$ cat src/rtl/mem_access_unit_if.sv
// CPU request/response channel and dataMem port of the memory access unit.
// The slave modport is the unit's view; master is the CPU/memory side.
interface mem_access_unit_if;
    logic        req_valid;
    logic        req_ready;
    logic        req_we;
    logic [1:0]  req_size;
    logic        req_signed;
    logic [23:0] req_addr;
    logic [31:0] req_wdata;
    logic        resp_valid;
    logic        resp_ready;
    logic [31:0] resp_rdata;
    logic        resp_err;
    logic [21:0] address;
    logic [31:0] dataIn;
    logic        writeEnable;
    logic [31:0] dataOut;

    modport slave (
        input  req_valid, req_we, req_size, req_signed,
        input  req_addr, req_wdata, resp_ready, dataOut,
        output req_ready, resp_valid, resp_rdata, resp_err,
        output address, dataIn, writeEnable
    );

    modport master (
        output req_valid, req_we, req_size, req_signed,
        output req_addr, req_wdata, resp_ready, dataOut,
        input  req_ready, resp_valid, resp_rdata, resp_err,
        input  address, dataIn, writeEnable
    );
endinterface

$ cat src/rtl/mem_access_unit.sv
// Load/store unit between the CPU and a word-wide dataMem, with byte/half read-modify-write.
// Build option: MISALIGN_TRAP_EN rejects misaligned half/word requests instead of aligning them.
module mem_access_unit (
    input  logic             clk,
    input  logic             reset,
    mem_access_unit_if.slave bus
);
    typedef enum logic [1:0] {S_IDLE, S_READ, S_WRITE, S_RESP} state_t;

    state_t      r_state;
    state_t      w_next;
    logic        r_we;
    logic        r_signed;
    logic [1:0]  r_size;
    logic [1:0]  r_lane;
    logic [21:0] r_address;
    logic [31:0] r_dataIn;
    logic [31:0] r_rdata;
    logic        r_err;
    logic        r_wen;

    logic        w_accept;
    logic        w_misalign;
    logic        w_err;
    logic [7:0]  w_byte;
    logic [15:0] w_half;
    logic [31:0] w_load;
    logic [31:0] w_merge;

    assign w_accept = bus.req_valid & (r_state == S_IDLE);

`ifdef MISALIGN_TRAP_EN
    assign w_misalign = ((bus.req_size == 2'b01) & bus.req_addr[0]) |
                        ((bus.req_size == 2'b10) & (bus.req_addr[1:0] != 2'b00));
`else
    // Low address bits below the access size are simply ignored by the lane logic.
    assign w_misalign = 1'b0;
`endif

    assign w_err = (bus.req_size == 2'b11) | w_misalign;

    // State register.
    always_ff @(posedge clk or negedge reset) begin
        if (!reset) r_state <= S_IDLE;
        else        r_state <= w_next;
    end

    // Next-state decode; sub-word stores detour through READ for the merge.
    always_comb begin
        w_next = r_state;
        unique case (r_state)
            S_IDLE: begin
                if (w_accept) begin
                    if (w_err)                       w_next = S_RESP;
                    else if (!bus.req_we)            w_next = S_READ;
                    else if (bus.req_size == 2'b10)  w_next = S_WRITE;
                    else                             w_next = S_READ;
                end
            end
            S_READ:  w_next = r_we ? S_WRITE : S_RESP;
            S_WRITE: w_next = S_RESP;
            S_RESP:  if (bus.resp_ready) w_next = S_IDLE;
            default: w_next = S_IDLE;
        endcase
    end

    // Lane extraction for loads and lane merge for sub-word stores.
    always_comb begin
        w_byte  = bus.dataOut[{r_lane, 3'b000} +: 8];
        w_half  = r_lane[1] ? bus.dataOut[31:16] : bus.dataOut[15:0];
        w_load  = bus.dataOut;
        w_merge = bus.dataOut;
        unique case (r_size)
            2'b00: begin
                w_load = {{24{r_signed & w_byte[7]}}, w_byte};
                w_merge[{r_lane, 3'b000} +: 8] = r_dataIn[7:0];
            end
            2'b01: begin
                w_load = {{16{r_signed & w_half[15]}}, w_half};
                w_merge[{r_lane[1], 4'b0000} +: 16] = r_dataIn[15:0];
            end
            default: begin
                w_load  = bus.dataOut;
                w_merge = r_dataIn;
            end
        endcase
    end

    // Request capture, memory-side registers and response registers.
    always_ff @(posedge clk or negedge reset) begin
        if (!reset) begin
            r_we      <= 1'b0;
            r_signed  <= 1'b0;
            r_size    <= 2'b00;
            r_lane    <= 2'b00;
            r_address <= '0;
            r_dataIn  <= '0;
            r_rdata   <= '0;
            r_err     <= 1'b0;
            r_wen     <= 1'b0;
        end else begin
            r_wen <= (w_next == S_WRITE);
            if (w_accept) begin
                r_we      <= bus.req_we;
                r_signed  <= bus.req_signed;
                r_size    <= bus.req_size;
                r_lane    <= bus.req_addr[1:0];
                r_address <= bus.req_addr[23:2];
                r_dataIn  <= bus.req_wdata;
                r_rdata   <= '0;
                r_err     <= w_err;
            end
            if (r_state == S_READ) begin
                if (r_we) r_dataIn <= w_merge;
                else      r_rdata  <= w_load;
            end
        end
    end

    assign bus.req_ready   = (r_state == S_IDLE);
    assign bus.resp_valid  = (r_state == S_RESP);
    assign bus.resp_rdata  = r_rdata;
    assign bus.resp_err    = r_err;
    assign bus.address     = r_address;
    assign bus.dataIn      = r_dataIn;
    assign bus.writeEnable = r_wen;
endmodule
$ cat src/flat_wrapper.sv
// flat-port wrapper written by rule: the top's interface ports become plain ports
module mem_access_unit_flat 
  (clk, reset, bus_req_valid, bus_req_we, bus_req_size, bus_req_signed, bus_req_addr, bus_req_wdata, bus_resp_ready, bus_dataOut, bus_req_ready, bus_resp_valid, bus_resp_rdata, bus_resp_err, bus_address, bus_dataIn, bus_writeEnable);
  mem_access_unit_if bus_i ();
  input  logic clk;
  input  logic reset;
  input wire logic [$bits(bus_i.req_valid)-1:0] bus_req_valid;
  input wire logic [$bits(bus_i.req_we)-1:0] bus_req_we;
  input wire logic [$bits(bus_i.req_size)-1:0] bus_req_size;
  input wire logic [$bits(bus_i.req_signed)-1:0] bus_req_signed;
  input wire logic [$bits(bus_i.req_addr)-1:0] bus_req_addr;
  input wire logic [$bits(bus_i.req_wdata)-1:0] bus_req_wdata;
  input wire logic [$bits(bus_i.resp_ready)-1:0] bus_resp_ready;
  input wire logic [$bits(bus_i.dataOut)-1:0] bus_dataOut;
  output wire logic [$bits(bus_i.req_ready)-1:0] bus_req_ready;
  output wire logic [$bits(bus_i.resp_valid)-1:0] bus_resp_valid;
  output wire logic [$bits(bus_i.resp_rdata)-1:0] bus_resp_rdata;
  output wire logic [$bits(bus_i.resp_err)-1:0] bus_resp_err;
  output wire logic [$bits(bus_i.address)-1:0] bus_address;
  output wire logic [$bits(bus_i.dataIn)-1:0] bus_dataIn;
  output wire logic [$bits(bus_i.writeEnable)-1:0] bus_writeEnable;
  assign bus_i.req_valid = bus_req_valid;
  assign bus_i.req_we = bus_req_we;
  assign bus_i.req_size = bus_req_size;
  assign bus_i.req_signed = bus_req_signed;
  assign bus_i.req_addr = bus_req_addr;
  assign bus_i.req_wdata = bus_req_wdata;
  assign bus_i.resp_ready = bus_resp_ready;
  assign bus_i.dataOut = bus_dataOut;
  assign bus_req_ready = bus_i.req_ready;
  assign bus_resp_valid = bus_i.resp_valid;
  assign bus_resp_rdata = bus_i.resp_rdata;
  assign bus_resp_err = bus_i.resp_err;
  assign bus_address = bus_i.address;
  assign bus_dataIn = bus_i.dataIn;
  assign bus_writeEnable = bus_i.writeEnable;
  mem_access_unit u_core (.clk(clk), .reset(reset), .bus(bus_i));
endmodule
$ cat config.mk
export PLATFORM = sky130hd
export DESIGN_NAME = mem_access_unit_flat
export DESIGN_NICKNAME = d
export VERILOG_FILES = /design/src/rtl/mem_access_unit_if.sv /design/src/rtl/mem_access_unit.sv /design/src/flat_wrapper.sv
export SDC_FILE = /design/constraint.sdc
export NUM_CORES = 1
export LEC_CHECK = 0
export CAP_MARGIN = 25
export CORE_MARGIN = 3
export CORE_UTILIZATION = 45
export CTS_CLUSTER_SIZE = 14
export DETAILED_ROUTE_END_ITERATION = 8
export HOLD_SLACK_MARGIN = 0.03
export PLACE_DENSITY = 0.77
export SLEW_MARGIN = 5
export SYNTH_ARGS = -nofsm -noshare
export SYNTH_HDL_FRONTEND = slang
export SYNTH_SLANG_ARGS = --single-unit
$ cat constraint.sdc
create_clock -name clk -period 3 [get_ports clk]
set_clock_uncertainty 0.15 [all_clocks]
set_input_delay 0.6 -clock clk [delete_from_list [all_inputs] [get_ports clk]]
set_output_delay 0.6 -clock clk [all_outputs]
set_load 0.01 [all_outputs]
==> impl_metrics.ini <==
[place]
placed_area_sq_mm = 0.00694
port-buffer-count = 185
place_hpwl_um = 12400
gp_congestion = 0.993

[drt]
num_vias = 4909
ant_nets = 0
avgViaCountPerCell = 6.20
top_layer = met4
wire_per_inst_um = 21.3
met1_length_um = 6670
drt_iter0_drc = 401
firstDrtPassIters = 7
drc = 0
dr_wl_met2_um = 7930
wl_um = 16900
wl_met3_um = 1870

[clocking]
cts_resized = 0
htree_num_levels = 3
postCtsHoldBufs = 0
clkTransAtPathRegs_ns = 0.10
cts_buffer_depth = 2
clock_tree.root_cell = clkbuf_8
cts_sinks = 96
clkLatencyLatePin_ns = 0.38
tritoncts = done
post_cts_buffers = 0
cts_buffers = 9

[synthesis]
synth_seq_cells = 96
ys_seq_area_share_pct = 48.1
synth_cell_types = 49
synthMuxAreaShare_pct = 3.80
synth_area_leader_cell = dfrtp_1
synth_adder_area_share_pct = 1.25
yosysMostFrequentCell = dfrtp_1
synth_compound_area_share_pct = 26.9
syn_avg_cell_area_sq_um = 10.5
synth_xor_area_share_pct = 0
synth_top_family_by_area = compound AO/OA/AOI/OAI gates
synth_area_sq_mm = 0.00500
syn-num-nets = 579
synth_edf_count = 0
yosysWarnings = 0
synthTopCellsByArea = dfrtp_1, nand2_1, a221o_1
async_flop_share_pct = 100
syn_inst = 478
yosysTopAreaCellShare_pct = 48.1
synth_commonest_cells = dfrtp_1, nand2_1, a21oi_1
ys.flop_type = dfrtp_1
synth-simple-area-share_pct = 15.5

[final_layout]
final_nets = 752
diodes = 0
design_area_sq_mm = 0.00713
multiInputGateArea_sq_mm = 0.00237
area_delta_synth_final_pct = 42.7
register_area_sq_mm = 0.00240
drive_gt1_share_pct = 11.6
fillers = 860
post-route-util_pct = 67.6

[setup_path]
cp.required_ns = 2.25
crit_fanout = 9
cp.arrival_ns = 1.66
rr_worst_depth = 6
worst_setup_path_start_kind = flop
critPathCaptureType = output port
crit_type = flop to output port

[status]
status = completed

[floorplanning]
dieArea_sq_mm = 0.0124
io_pins = 186
die_h_um = 111
start_util_pct = 47.4
rows = 37
coreArea_sq_mm = 0.0106
die_x_um = 111

[sta]
tightest_slew_ns = 0.973
post-route-period-util_pct = 80.3
setup_tns_ns = 0
slew_violations = 0
fmax_mhz = 415
finalSetupViolCount = 0
rsz0062_at_grt = no
hold_viol_final = 0
hold_ws_ns = 0.0622
period_minus_slack_ns = 2.41
relSlewSlack_pct = 35.0

[pwr]
finalPower_mw = 7.02
p_per_area_mw_per_mm2 = 984
vdd_drop_max_mv = 0.450
leakagePower_nw = 2.97

[min_path]
hp-class = input pin to async pin

[job]
maxCapViolations = 0

[global_routing]
track_usage_pct = 27.3
grt_overflow = 0
grt_pass1_wl_um = 27400
grt_max_degree = 54
grt_pass1_vias = 4898
antenna_found_initial = 0
-- final cells by class --
type | instances | area share [%]
repair buffers | 199 | 27.6
clock inverters | 5 | 0.561
flip-flops and latches | 96 | 33.7
well taps | 136 | 2.39
multi-input cells | 337 | 33.3
clock buffers | 11 | 2.12
inverters | 8 | 0.421
-- cell usage in the layout (no fill, tap or decap), types with 3 or more instances in the layout --
| master | netlist | final |
|---|---|---|
| a21o_1 | 4 | 4 |
| a221o_1 | 29 | 29 |
| inv_1 | 6 | 6 |
| nor2b_1 | 11 | 11 |
| buf_4 | 2 | 14 |
| nor2_2 | 3 | 3 |
| nand3_1 | 3 | 3 |
| clkinvlp_4 | 0 | 3 |
| nor3_1 | 17 | 17 |
| o21ai_0 | 6 | 6 |
| a211oi_1 | 8 | 8 |
| ha_1 | 5 | 5 |
| clkbuf_8 | 0 | 11 |
| o221a_2 | 19 | 19 |
| clkdlybuf4s50_1 | 0 | 184 |
| and3_1 | 5 | 5 |
| nand2_1 | 94 | 93 |
| a21oi_1 | 33 | 33 |
| dfrtp_1 | 96 | 96 |
| nor2_1 | 11 | 11 |
| a22oi_1 | 7 | 7 |
| o21ai_1 | 10 | 10 |
| a221oi_1 | 23 | 23 |
| mux4_2 | 8 | 8 |
| a22o_1 | 13 | 13 |
| nand2b_1 | 3 | 3 |
-- routing by layer --
| metal | vias up | GRT usage (%) |
|---|---|---|
| met5 | - | 0 |
| met4 | 0 | 8.35 |
| met3 | 44 | 7.50 |
| met2 | 307 | 42.5 |
| met1 | 2389 | 37.7 |
| li1 | 2169 | - |
-- final timing paths --
| kind | startpoint | to | slack, ns |
|---|---|---|---|
| max reg2reg | u_core.r_lane[1] | u_core.bus.dataIn[21] | 0.64 |
| max in group asynchronous | reset | u_core.bus.resp_rdata[4] | 1.94 |
| min | reset | u_core.bus.dataIn[23] | 0.06 |
| min in group clk | u_core.bus.resp_err | u_core.bus.resp_err | 0.33 |
| min reg2reg | u_core.bus.resp_err | u_core.bus.resp_err | 0.33 |
| max | u_core.r_state[1] | bus_req_ready | 0.59 |
-- critical path: stages, from the launching register on --
cell             delay, ns
dfrtp_1               0.49
nor2_2                0.22
clkdlybuf4s50_1       0.57
-- sequential cells by signal (all words and copies together), names as in the netlist --
| name | cells |
|---|---|
| u_core.r_size | 2 |
| u_core.r_state | 2 |
| u_core.bus.address | 22 |
| u_core.r_signed | 1 |
| u_core.r_we | 1 |
| u_core.bus.dataIn | 32 |
| u_core.bus.resp_err | 1 |
| u_core.bus.resp_rdata | 32 |
| u_core.bus.writeEnable | 1 |
| u_core.r_lane | 2 |
-- metrics by stage --
| step | cells | worst slack (ns) |
|---|---|---|
| floorplan | 478 | 0.731 |
| global placement | 776 | 0.668 |
| detailed placement | 776 | 0.622 |
| CTS | 792 | 0.594 |
| global route | 792 | 0.501 |
| finish | 792 | 0.592 |
-- power breakdown --
group | total, mW | switching (mW) | internal [mW]
logic | 3.84 | 1.87 | 1.97
clock network | 0.824 | 0.473 | 0.351
registers | 2.36 | 0.480 | 1.88
-- logic make-up after synthesis --
logic type / count (synthesis)
AND/OR/NAND/NOR: 160
multiplexers: 9
AO/OA/AOI/OAI: 163
adder cells (fa/ha/maj): 5
buffers and inverters: 45
flip-flops: 96
No activity file was read; power rests on OpenSTA's default activity.
